--- config.mk ---
export PLATFORM = sky130hd
export DESIGN_NAME = alu_seq
export DESIGN_NICKNAME = d
export VERILOG_FILES = /design/src/rtl/alu_seq.sv
export SDC_FILE = /design/constraint.sdc
export NUM_CORES = 1
export LEC_CHECK = 0
export CAP_MARGIN = 10
export CORE_UTILIZATION = 50
export CTS_BUF_LIST = sky130_fd_sc_hd__clkbuf_4 sky130_fd_sc_hd__clkbuf_8 sky130_fd_sc_hd__clkbuf_16
export DETAILED_ROUTE_END_ITERATION = 10
export PLACE_DENSITY = 0.85
export SYNTH_ARGS = -nofsm -noshare
export SYNTH_HDL_FRONTEND = slang
export SYNTH_SLANG_ARGS = --single-unit
--- constraint.sdc ---
create_clock -name clk -period 2.8 [get_ports clk]
set_clock_uncertainty 0.05 [all_clocks]
set_input_delay 0.56 -clock clk [delete_from_list [all_inputs] [get_ports clk]]
set_output_delay 0.56 -clock clk [all_outputs]
set_load 0.01 [all_outputs]
--- src/rtl/alu_seq.sv ---
// alu_seq - registered, handshaked ALU for the Basys3 datapath.
//
// Takes one operation per in_valid/in_ready handshake. The result and its
// flags come back through a held output register with an
// out_valid/out_ready handshake. Single-cycle ops load the output register
// on the accept edge. The optional multiplier iterates one partial product
// per cycle.
//
// Build option: define ALU_MUL_EN to compile in opcode 1001 (MUL) and the
// MUL/DONE states. Without it, 1001 is treated as an undefined opcode and
// busy is tied low.
//
// Parameters:
//   WIDTH  operand/result width (4..32)
//   SHW    shift-amount field width, b[SHW-1:0]
// Ports:
//   clk, rst             clock, asynchronous active-high reset
//   in_valid, in_ready   operation request handshake
//   a, b, alu_sel        operands and opcode, captured on accept
//   out_valid, out_ready result handshake; outputs held while stalled
//   result               registered result
//   carry                carry / borrow / last bit shifted out
//   zero, negative       result == 0, result MSB
//   overflow             signed overflow (ADD/ADC/SUB only)
//   busy                 multiplier in progress
module alu_seq #(
  parameter int WIDTH = 8,
  parameter int SHW   = $clog2(WIDTH)
) (
  input  logic             clk,
  input  logic             rst,
  input  logic             in_valid,
  output logic             in_ready,
  input  logic [WIDTH-1:0] a,
  input  logic [WIDTH-1:0] b,
  input  logic [3:0]       alu_sel,
  output logic             out_valid,
  input  logic             out_ready,
  output logic [WIDTH-1:0] result,
  output logic             carry,
  output logic             zero,
  output logic             negative,
  output logic             overflow,
  output logic             busy
);

  localparam logic [3:0] OP_ADD = 4'b0000;
  localparam logic [3:0] OP_SUB = 4'b0001;
  localparam logic [3:0] OP_AND = 4'b0010;
  localparam logic [3:0] OP_OR  = 4'b0011;
  localparam logic [3:0] OP_XOR = 4'b0100;
  localparam logic [3:0] OP_NOT = 4'b0101;
  localparam logic [3:0] OP_SHL = 4'b0110;
  localparam logic [3:0] OP_SHR = 4'b0111;
  localparam logic [3:0] OP_ADC = 4'b1000;

  function automatic logic add_ovf(input logic sa, input logic sb, input logic sr);
    return (sa == sb) && (sr != sa);
  endfunction

  function automatic logic sub_ovf(input logic sa, input logic sb, input logic sr);
    return (sa != sb) && (sr != sa);
  endfunction

  logic             carry_q;
  logic             accept;
  logic             cin_p0;
  logic [SHW-1:0]   shamt_p0;
  logic [WIDTH:0]   sum_p0;
  logic [WIDTH:0]   diff_p0;
  logic [WIDTH:0]   shl_p0;
  logic [WIDTH:0]   shr_p0;
  logic [WIDTH-1:0] res_p0;
  logic             cy_p0;
  logic             ov_p0;

  logic             load;
  logic [WIDTH-1:0] ld_res;
  logic             ld_cy;
  logic             ld_ov;

  assign accept = in_valid && in_ready;

  // ---- stage p0: single-cycle datapath on the live inputs ----
  // ADD and ADC share one adder; the carry-in is only used for ADC.
  assign cin_p0   = (alu_sel == OP_ADC) ? carry_q : 1'b0;
  assign shamt_p0 = b[SHW-1:0];
  assign sum_p0   = {1'b0, a} + {1'b0, b} + (WIDTH+1)'(cin_p0);
  // Top bit of the widened difference is the unsigned borrow.
  assign diff_p0  = {1'b0, a} - {1'b0, b};
  // One guard bit on each side catches the last bit shifted out; a zero
  // shift leaves the guard bit clear, so carry is 0 without a special case.
  assign shl_p0   = {1'b0, a} << shamt_p0;
  assign shr_p0   = {a, 1'b0} >> shamt_p0;

  always_comb begin
    res_p0 = '0;
    cy_p0  = 1'b0;
    ov_p0  = 1'b0;
    case (alu_sel)
      OP_ADD, OP_ADC: begin
        res_p0 = sum_p0[WIDTH-1:0];
        cy_p0  = sum_p0[WIDTH];
        ov_p0  = add_ovf(a[WIDTH-1], b[WIDTH-1], sum_p0[WIDTH-1]);
      end
      OP_SUB: begin
        res_p0 = diff_p0[WIDTH-1:0];
        cy_p0  = diff_p0[WIDTH];
        ov_p0  = sub_ovf(a[WIDTH-1], b[WIDTH-1], diff_p0[WIDTH-1]);
      end
      OP_AND: res_p0 = a & b;
      OP_OR:  res_p0 = a | b;
      OP_XOR: res_p0 = a ^ b;
      OP_NOT: res_p0 = ~a;
      OP_SHL: begin
        res_p0 = shl_p0[WIDTH-1:0];
        cy_p0  = shl_p0[WIDTH];
      end
      OP_SHR: begin
        res_p0 = shr_p0[WIDTH:1];
        cy_p0  = shr_p0[0];
      end
      default: ;
    endcase
  end

`ifdef ALU_MUL_EN
  localparam logic [3:0] OP_MUL = 4'b1001;
  localparam int CNT_W = $clog2(WIDTH);

  typedef enum logic [1:0] {S_IDLE, S_MUL, S_DONE} state_t;

  state_t               state;
  logic [CNT_W-1:0]     mul_cnt;
  logic                 mul_start;
  logic [2*WIDTH-1:0]   mcand_p1;
  logic [WIDTH-1:0]     mplier_p1;
  logic [2*WIDTH-1:0]   acc_p1;

  assign mul_start = accept && (alu_sel == OP_MUL);
  assign in_ready  = (state == S_IDLE) && (!out_valid || out_ready);

  // busy is registered alongside the state so it tracks MUL and DONE.
  always_ff @(posedge clk or posedge rst) begin
    if (rst) begin
      state   <= S_IDLE;
      mul_cnt <= '0;
      busy    <= 1'b0;
    end else begin
      case (state)
        S_IDLE: begin
          if (mul_start) begin
            state   <= S_MUL;
            mul_cnt <= '0;
            busy    <= 1'b1;
          end
        end
        S_MUL: begin
          mul_cnt <= mul_cnt + CNT_W'(1);
          if (mul_cnt == CNT_W'(WIDTH-1)) state <= S_DONE;
        end
        S_DONE: begin
          state <= S_IDLE;
          busy  <= 1'b0;
        end
        default: begin
          state <= S_IDLE;
          busy  <= 1'b0;
        end
      endcase
    end
  end

  // ---- stage p1: shift-add multiplier, LSB of the multiplier first ----
  always_ff @(posedge clk) begin
    if (mul_start) begin
      mcand_p1  <= {{WIDTH{1'b0}}, a};
      mplier_p1 <= b;
      acc_p1    <= '0;
    end else if (state == S_MUL) begin
      if (mplier_p1[0]) acc_p1 <= acc_p1 + mcand_p1;
      mcand_p1  <= mcand_p1 << 1;
      mplier_p1 <= mplier_p1 >> 1;
    end
  end

  assign load   = (accept && !mul_start) || (state == S_DONE);
  assign ld_res = (state == S_DONE) ? acc_p1[WIDTH-1:0] : res_p0;
  assign ld_cy  = (state == S_DONE) ? |acc_p1[2*WIDTH-1:WIDTH] : cy_p0;
  assign ld_ov  = (state == S_DONE) ? 1'b0 : ov_p0;
`else
  assign in_ready = !out_valid || out_ready;
  assign busy     = 1'b0;
  assign load     = accept;
  assign ld_res   = res_p0;
  assign ld_cy    = cy_p0;
  assign ld_ov    = ov_p0;
`endif

  // ---- output register: held until consumed, reloadable on the handshake ----
  always_ff @(posedge clk or posedge rst) begin
    if (rst) begin
      out_valid <= 1'b0;
      result    <= '0;
      carry_q   <= 1'b0;
      zero      <= 1'b0;
      negative  <= 1'b0;
      overflow  <= 1'b0;
    end else if (load) begin
      out_valid <= 1'b1;
      result    <= ld_res;
      carry_q   <= ld_cy;
      zero      <= (ld_res == '0);
      negative  <= ld_res[WIDTH-1];
      overflow  <= ld_ov;
    end else if (out_ready) begin
      out_valid <= 1'b0;
    end
  end

  assign carry = carry_q;

endmodule
==> summary.txt <==
Run status
  – Status: finished, violations left
  – Failing checks: setup timing

Synth
  – Ys flop type: dfrtp_1
  – Post-Syn Nets: 370
  – Most common cell in the netlist: nand2_1
  – Post-synth EDFFs: 0
  – Cell taking the most area after synthesis: ha_1
  – Post-Syn Area: 0.00243 mm²
  – Most frequent cells after synthesis: nand2_1, inv_1, ha_1, a21oi_1, o21ai_0
  – Syn Area/Cell: 7.63 µm²
  – Distinct cells, synth: 62
  – Synth async-reset ratio: 1.00
  – Synth area leaders: ha_1, dfrtp_1, mux4_2
  – Warnings, synthesis: 0
  – Yosys reg bits: 12
  – Sequential area share after synthesis: 0.124
  – Synth Instances: 318
  – Post-synth top area share: 0.129

Setup path
  – Reg2reg end: zero$_DFFE_PP0P_
  – Worst r2r src: carry$_DFFE_PP0P_
  – CP startpoint kind: primary input
  – CP Launch Point: alu_sel[0]
  – FF-to-FF path depth: 10
  – CP required: 2.93 ns
  – Crit-path max FO: 2
  – Worst setup EP type: register
  – CP Data Arrival Time: 3.07 ns
  – Reg2reg setup slack: 0.07 ns
  – Setup Crit Path Kind: primary input to register

Global routing
  – Total grt overflow: 0
  – Initial antenna violation count: 0
  – Largest net degree at the start of global routing: 37
  – Vias in the first global route: 2,891
  – First-pass GRT wire length: 13,500 µm
  – GR Util All Layers: 0.336

Detailed routing
  – First-pass DRT Iterations: 5
  – Final WL: 8590 µm
  – Routed Antenna Nets: 0
  – Detailed Route Iter0 Violations: 309
  – Routed vias/inst: 6.45
  – Total number of vias: 2,973
  – Wire length per cell: 18.6 µm
  – Drc violations: 0

Clock tree
  – Clk buf depth: 2
  – CTS Sinks: 12
  – CTS tree: done
  – Clk_lat worst skew: 0.24 ns
  – Cts bufs inserted: 3
  – Root Driver: clkbuf_8
  – Clock-pin slew on the worst setup and hold paths: 0.05 ns
  – Cts hold-fix bufs: 0
  – CTS H-tree lvls: 1

Die
  – Starting density of the core: 0.539
  – Die Wd: 71.7 µm
  – Die H: 71.7 µm
  – Die footprint: 0.00513 mm²
  – Core area: 0.00450 mm²
  – # rows: 24
  – Num ports: 39

Cells and area
  – Ant. Diodes: 0
  – Area growth syn-to-layout: 44.1%
  – Layout net count: 462
  – Non-filler cells, final: 461
  – Layout fillers: 306
  – Share of post-route cells with drive strength above 1: 0.306

Timing
  – Final slew viol count: 0
  – Hold Slack: 0.429 ns
  – # setup viols final: 1
  – FMAX: 340 MHz
  – RSZ-0062 raised after global routing: yes
  – Post-route minimum period: 2.94 ns
  – Sum of negative setup slack: -0.143 ns
  – Final-report hold violation count: 0
  – Final worst-path setup slack: -0.143 ns
  – Period utilisation layout: 1.05

Hold path
  – Hold_sp: overflow$_DFFE_PP0P_
  – Worst Hold Path EP: overflow$_DFFE_PP0P_
  – Worst min path class: register to register
  – Worst hold stages: 2

Power
  – Power Total: 1.03 mW
  – Cell Pwr Density: 295 mW/mm²
  – Peak supply drop: 0.147 mV
  – P_leak: 1.58 nW

Placed design
  – Place WS: -0.716 ns
  – Placed cell count: 452
  – Post-DP HPWL: 6410 µm
  – Placer congestion estimate: 1.00
  – Buffers on Ports: 37

Job
  – Max-Cap Viols: 0
==> flip-flops by register name, indices dropped and copies added, names as in the netlist <==
signal     cells
out_valid      1
result         8
zero           1
overflow       1
carry          1
==> per-stage QoR <==
| stage | instance area (µm²) | util |
|---|---|---|
| floorplan | 2480 | - |
| global placement | 3280 | 0.729 |
| detailed placement | 3280 | 0.729 |
| CTS | 3400 | 0.754 |
| global route | 3500 | 0.776 |
| finish | 3500 | 0.776 |
==> worst max-delay path, cell delays in order <==
cell      delay (ns)
buf_8           0.10
nor3_4          0.19
nand3_2         0.09
fa_2            0.36
fa_2            0.53
nor2_1          0.04
a31oi_1         0.21
o311ai_1        0.16
a31oi_1         0.21
nand2_1         0.11
nor4_2          0.32
a32o_1          0.21
==> worst max path at each step <==
stage | to | slack (ns) | cells past startpoint
finish | zero$_DFFE_PP0P_ | -0.14 | 12
global route | zero$_DFFE_PP0P_ | -0.24 | 12
CTS | zero$_DFFE_PP0P_ | -0.14 | 12
detailed placement | zero$_DFFE_PP0P_ | -0.72 | 11
global placement | zero$_DFFE_PP0P_ | -0.54 | 11
floorplan | zero$_DFFE_PP0P_ | -0.24 | 12
==> cell families (layout without fill, tap and decap cells) <==
kind of cell / after synthesis / in the layout / synth area share
adder cells (fa/ha/maj): 28 / 28 / 0.154
AO/OA/AOI/OAI: 96 / 96 / 0.273
buffers and inverters: 50 / 141 / 0.0903
flip-flops: 12 / 12 / 0.124
XOR/XNOR: 2 / 2 / 0.00722
multiplexers: 20 / 20 / 0.120
AND/OR/NAND/NOR: 109 / 109 / 0.231
other: 1 / 1 / 0.00155
==> routing by layer <==
metal / up-vias / global-route usage / share of wire
met4: 0 / 0.203 / 0.060
met3: 53 / 0.0352 / 0.083
met2: 189 / 0.588 / 0.48
met1: 1380 / 0.395 / 0.38
li1: 1351 / - / -
met5: - / 0 / 0
==> layout by cell type (no fill, tap or decap), drive strengths merged, types with 4 or more instances in the layout <==
| master | netlist | routed |
|---|---|---|
| buf | 14 | 75 |
| nand2 | 38 | 38 |
| clkdlybuf4s50 | 0 | 29 |
| inv | 28 | 28 |
| ha | 25 | 25 |
| a21oi | 20 | 20 |
| o21ai | 19 | 19 |
| nor2 | 15 | 15 |
| dfrtp | 12 | 12 |
| nand2b | 12 | 12 |
| mux2i | 11 | 11 |
| mux4 | 7 | 7 |
| o211ai | 7 | 7 |
| nor2b | 7 | 7 |
| nor3 | 7 | 7 |
| nand3 | 6 | 6 |
| a31oi | 6 | 6 |
| and2 | 5 | 5 |
| o22ai | 5 | 5 |
| clkbuf | 8 | 5 |
| and3 | 4 | 4 |
| a221oi | 4 | 4 |
| o311ai | 4 | 4 |
==> repair_timing <==
item / 4_1_cts / 5_1_grt
endpoints found under the setup margin: 10 / 7
resized for setup: 29 / 24
buffers inserted: 5 / 2
pin swaps: 11 / 14
==> power breakdown <==
group | internal, mW | switching (mW)
clock network | 0.124 | 0.0644
logic | 0.311 | 0.316
registers | 0.199 | 0.0158
==> layout make-up <==
class	instances	area (µm²)	share of cell area
multi-input cells	256	2060	0.589
clock buffers	4	55.1	0.0157
repair buffers	109	910	0.260
inverters	28	105	0.0301
well taps	52	65.1	0.0186
flip-flops and latches	12	300	0.0859
Power figures use the tool's default switching activity.
